<file path="src/rtl/mem_cycle_sched.sv">
// mem_cycle_sched: arbitrates CPU/IO access to one core memory module and runs its read/regenerate cycle with odd parity
module mem_cycle_sched #(
  parameter int AW        = 13,
  parameter int DW        = 26,
  parameter int READ_CYC  = 2,
  parameter int WRITE_CYC = 2
) (
  input  logic          clk,
  input  logic          rst_n,
  input  logic          halt,
  input  logic          cpu_req,
  input  logic          io_req,
  input  logic          cpu_wr,
  input  logic          io_wr,
  input  logic [AW-1:0] cpu_addr,
  input  logic [AW-1:0] io_addr,
  input  logic [DW-1:0] cpu_wdata,
  input  logic [DW-1:0] io_wdata,
  output logic          cpu_ack,
  output logic          io_ack,
  output logic [DW-1:0] rdata,
  output logic          perr,
  output logic          gnt_io,
  output logic          busy,
  output logic          mem_sel,
  output logic [AW-1:0] mem_addr,
  output logic          mem_rstb,
  output logic          mem_wstb,
  input  logic [DW:0]   mem_di,
  output logic [DW:0]   mem_do
);
  typedef enum logic [2:0] {IDLE, SELECT, READ, SENSE, WRITE, RECOVER} state_t;
  localparam logic [2:0] RC = 3'(READ_CYC - 1);
  localparam logic [2:0] WC = 3'(WRITE_CYC - 1);
  state_t state;
  logic [2:0] cnt;
  logic wr, last_io, perr_r, pick_io;
  logic [DW-1:0] wdata;
  // on a tie the requester not served last wins
  assign pick_io = io_req & ~(cpu_req & last_io);
  // core cycle sequencer; every output is a register
  always_ff @(posedge clk or negedge rst_n) begin
    if (!rst_n) begin
      state    <= IDLE;
      cnt      <= '0;
      wr       <= 1'b0;
      wdata    <= '0;
      last_io  <= 1'b1;
      perr_r   <= 1'b0;
      cpu_ack  <= 1'b0;
      io_ack   <= 1'b0;
      rdata    <= '0;
      perr     <= 1'b0;
      gnt_io   <= 1'b0;
      busy     <= 1'b0;
      mem_sel  <= 1'b0;
      mem_addr <= '0;
      mem_rstb <= 1'b0;
      mem_wstb <= 1'b0;
      mem_do   <= '0;
    end else begin
      case (state)
        IDLE: if (!halt && (cpu_req || io_req)) begin
          state    <= SELECT;
          mem_sel  <= 1'b1;
          busy     <= 1'b1;
          gnt_io   <= pick_io;
          last_io  <= pick_io;
          mem_addr <= pick_io ? io_addr : cpu_addr;
          wr       <= pick_io ? io_wr : cpu_wr;
          wdata    <= pick_io ? io_wdata : cpu_wdata;
        end
        SELECT: begin
          state    <= READ;
          mem_rstb <= 1'b1;
          cnt      <= RC;
        end
        READ: if (cnt == 3'd0) begin
          state    <= SENSE;
          mem_rstb <= 1'b0;
        end else cnt <= cnt - 3'd1;
        SENSE: begin
          state    <= WRITE;
          mem_wstb <= 1'b1;
          cnt      <= WC;
          rdata    <= mem_di[DW-1:0];
          perr_r   <= ~^mem_di;
          mem_do   <= wr ? {~^wdata, wdata} : mem_di;
        end
        WRITE: if (cnt == 3'd0) begin
          state    <= RECOVER;
          mem_wstb <= 1'b0;
          mem_do   <= '0;
          cpu_ack  <= ~gnt_io;
          io_ack   <= gnt_io;
          perr     <= perr_r;
        end else cnt <= cnt - 3'd1;
        RECOVER: begin
          state   <= IDLE;
          mem_sel <= 1'b0;
          busy    <= 1'b0;
          cpu_ack <= 1'b0;
          io_ack  <= 1'b0;
          perr    <= 1'b0;
        end
        default: state <= IDLE;
      endcase
    end
  end
endmodule

</file>
<file path="config.mk">
export PLATFORM = sky130hd
export DESIGN_NAME = mem_cycle_sched
export DESIGN_NICKNAME = d
export VERILOG_FILES = /design/src/rtl/mem_cycle_sched.sv
export SDC_FILE = /design/constraint.sdc
export NUM_CORES = 1
export LEC_CHECK = 0
export CORE_MARGIN = 2
export CORE_UTILIZATION = 45
export CTS_BUF_LIST = sky130_fd_sc_hd__clkbuf_4 sky130_fd_sc_hd__clkbuf_8 sky130_fd_sc_hd__clkbuf_16
export DETAILED_ROUTE_END_ITERATION = 7
export GPL_ROUTABILITY_DRIVEN = 1
export PLACE_DENSITY = 0.77
export SYNTH_ARGS = -nofsm -noshare
export SYNTH_HDL_FRONTEND = slang
export SYNTH_SLANG_ARGS = --single-unit
</file>
<file path="constraint.sdc">
create_clock -name clk -period 2.1 [get_ports clk]
set_input_delay 0.42 -clock clk [delete_from_list [all_inputs] [get_ports clk]]
set_output_delay 0.42 -clock clk [all_outputs]
set_load 0.01 [all_outputs]
</file>
==> out/summary.txt <==
Final wirelength -> 13500 um
VDD IR-drop max -> 1.29 mV
Num Clock Sinks -> 108
Synthesized instance count -> 481
Top post-synthesis cells by area -> dfrtp_1, mux2i_1, xnor2_1, mux2_2, a21oi_1
Part of the total power dissipated in sequential elements -> 0.335
Area after detailed placement -> 7470 sq um
Clock transition at the register clock pins on the worst setup and hold paths after CTS -> 0.08 ns
Floorplan die area -> 12500 sq um
Top-Level Pins -> 186
Number of buffers created by CTS -> 9
Final net count -> 793
Fin crit share -> 0.883
Pwr Density -> 1490 nW/um^2
Area fraction of the dominant cell type after synthesis -> 0.511
Post-route DRC violation count -> 0
Number of global-route vias before repair -> 4386
Number of search-and-repair iterations in the first detailed-routing pass -> 4
Proportion of layout cells with a drive suffix above 1 -> 0.123
Vias after detailed routing -> 4189
CTS Buffer Depth -> 2
Die Wd -> 112 um
Setup slack, reg-to-reg -> 0.25 ns
Leakage power summed over all cells -> 3.37 nW
Worst path slowest cell -> dfrtp_1
Global-route wire length before repair -> 22200 um
Peak fanout along the critical path -> 19
Number of instances in the placed design -> 810
Maximum number of pins on one net before global-route repair -> 52
Global router's overall resource usage -> 0.219
Worst hold path class -> input port to asynchronous set/reset pin
H-tree depth -> 3
Slew @ Worst Pin -> 0.583 ns
TritonCTS clock tree -> yes
Number of distinct library cells after synthesis -> 30
Final setup TNS -> 0 ns
Category of cells accounting for the largest share of critical-path delay -> flip-flops
Fraction of power spent switching nets -> 0.354
Sum of overflow across all layers after global routing -> 0
DIE HEIGHT -> 112 um
Row cnt -> 39
Sequential-to-total area share from yosys stat -> 0.516
Final Skew -> 0.00780 ns
Kind of critical path -> flop to flop
Number of nets still failing antenna checks after routing -> 0
Relative area change from synthesis to final layout -> 48.1%
Placeable core area -> 11400 sq um
Final Non-Filler Cells -> 827
Average routed wire per standard cell -> 16.3 um
Tmin final -> 1.85 ns
Clock group share of total power -> 0.141
Cell type contributing the most total cell area after synthesis -> dfrtp_1
GPL Wtd Cong -> 0.830
Vias per inst -> 5.07
Half-perimeter wire length after placement -> 10200 um
Sort of element at the start of the critical path -> flop
Hold buffers post-CTS -> 1
Max-capacitance violation count -> 0
Unrepaired setup endpoints after global routing -> no
Worst slew margin -> 0.609
Stage delay of the slowest cell on the critical path -> 0.66 ns
Part of the power in combinational logic -> 0.525
Resized Gates After CTS -> 0
Cell chain of the critical path -> nor3_1 > a21boi_2 > buf_12 > nand2_1 > o21ai_0
Setup Buffers After CTS -> 0
Result of the run -> complete, no violations
Latest clock arrival within the worst-skew pair -> 0.34 ns
Cell at the root of the clock tree -> clkbuf_16
Worst Path Arrival -> 2.10 ns
Number of antenna violations at the first check in global routing -> 0
Internal power consumption -> 7.50 mW
CP required -> 2.34 ns
Fin. max-slew vios -> 0
Net Sw Power -> 4.11 mW
Netlist area before placement -> 5240 sq um
Peak Freq -> 0.540 GHz
Sort of element at the end of the critical path -> flop
Final Instance Area -> 7760 sq um
Starting utilization of the core area -> 0.461
Filler Cells Inserted -> 906
Post-Syn Nets -> 595
Average cell area after synthesis -> 10.9 sq um
Final Setup Violations -> 0
Iter 0 DRT Violations -> 197
Number of buffer and inverter instances along the worst setup path -> 1
Number of endpoints with negative hold slack in the final report -> 0
Number of inserted diodes -> 0
Synthesis-stage register bit count -> 108
Number of buffer cells added on primary ports -> 185
Yosys warning count -> 0
[power by group through the flow]
stage	registers [mW]	logic [mW]	clock network, mW
6_report	3.88	6.09	1.63
3_5_place_dp	3.92	6.07	0
5_1_grt	4.04	6.60	1.75
2_1_floorplan	4.03	3.30	0
4_1_cts	3.89	6.16	1.66
3_3_place_gp	3.86	6.00	0
[metal layers]
layer / wire, um / track usage / up-vias
met2: 6790 / 0.378 / 118
met5: 0 / 0 / -
met3: 733 / 0.0403 / 13
li1: - / - / 2041
met1: 5820 / 0.286 / 2017
met4: 176 / 0.0593 / 0
[layout make-up]
class	instances	area, sq um	area share
multi-input combinational	337	2400	0.309
clock buffer	10	239	0.0308
tap	143	179	0.0230
sequential	108	2710	0.348
clock inverter	6	46.3	0.00596
timing repair buffer	218	2170	0.280
inverter	5	18.8	0.00242
[flip-flops by register name (all words and copies together) (netlist names), 3 cells and up]
name and count:
rdata 26, mem_addr 13, state 3, cnt 3
wdata 26, mem_do 27
[cell usage in the layout, fill, tap and decap left out, drive strengths merged, types with 7 or more instances in the layout]
cell type	synthesis	layout
dfrtp	107	107
nor2	50	50
inv	5	7
xnor2	41	41
o21ai	38	38
a21oi	48	48
mux2	29	29
buf	18	33
clkdlybuf4s50	0	184
mux2i	67	67
nand2	36	36
clkbuf	13	10
[worst paths after layout]
| check | startpoint | to | cells after the start |
|---|---|---|---|
| max in group asynchronous | rst_n | last_io | 3 |
| worst max register to register | state[0] | mem_do[10] | 5 |
| worst max-delay path | state[0] | mem_do[10] | 5 |
| worst min register to register | mem_do[3] | mem_do[3] | 2 |
| min in group clk | mem_do[3] | mem_do[3] | 2 |
| worst min-delay path | rst_n | rdata[13] | 2 |
[worst register-to-register path: stages, from the launching register on]
cell,delay (ns)
dfrtp_1,0.66
nor3_1,0.17
a21boi_2,0.51
buf_12,0.24
nand2_1,0.08
o21ai_0,0.10
[cells by family after synthesis]
logic type,count (synthesis),synth area share
simple gates,98,0.0750
compound gates,93,0.0933
buf+inv,36,0.0301
flops,108,0.516
xor+xnor,48,0.0907
mux,96,0.190
fa+ha+maj,2,0.00477
[cell usage after synthesis]
cell / count
xnor2_1: 41
o21bai_1: 1
nand2b_1: 3
nor3_1: 4
a211oi_1: 1
xnor3_1: 4
a222oi_1: 1
dfstp_2: 1
a21boi_0: 1
o21ai_1: 3
ha_1: 2
mux2i_1: 67
buf_4: 1
xor2_1: 3
o21ai_0: 35
a22oi_1: 2
nor4_1: 1
a21oi_1: 48
nor2_1: 50
nor2b_1: 2
nand2_1: 36
mux2_2: 29
a21boi_2: 1
nor3b_1: 1
buf_2: 15
clkbuf_1: 13
inv_1: 5
nand3_1: 1
buf_1: 2
dfrtp_1: 107
[per-stage QoR]
step	setup WS, ns	hold slack, ns	total power, mW	utilization
2_1_floorplan	0.483	0.124	7.33	-
3_5_place_dp	-0.0947	0.287	9.99	0.657
5_1_grt	0.105	0.487	12.4	0.683
3_3_place_gp	-0.0447	0.279	9.87	0.657
6_report	0.247	0.471	11.6	0.683
4_1_cts	0.225	0.464	11.7	0.683
Power figures use the tool's default switching activity.
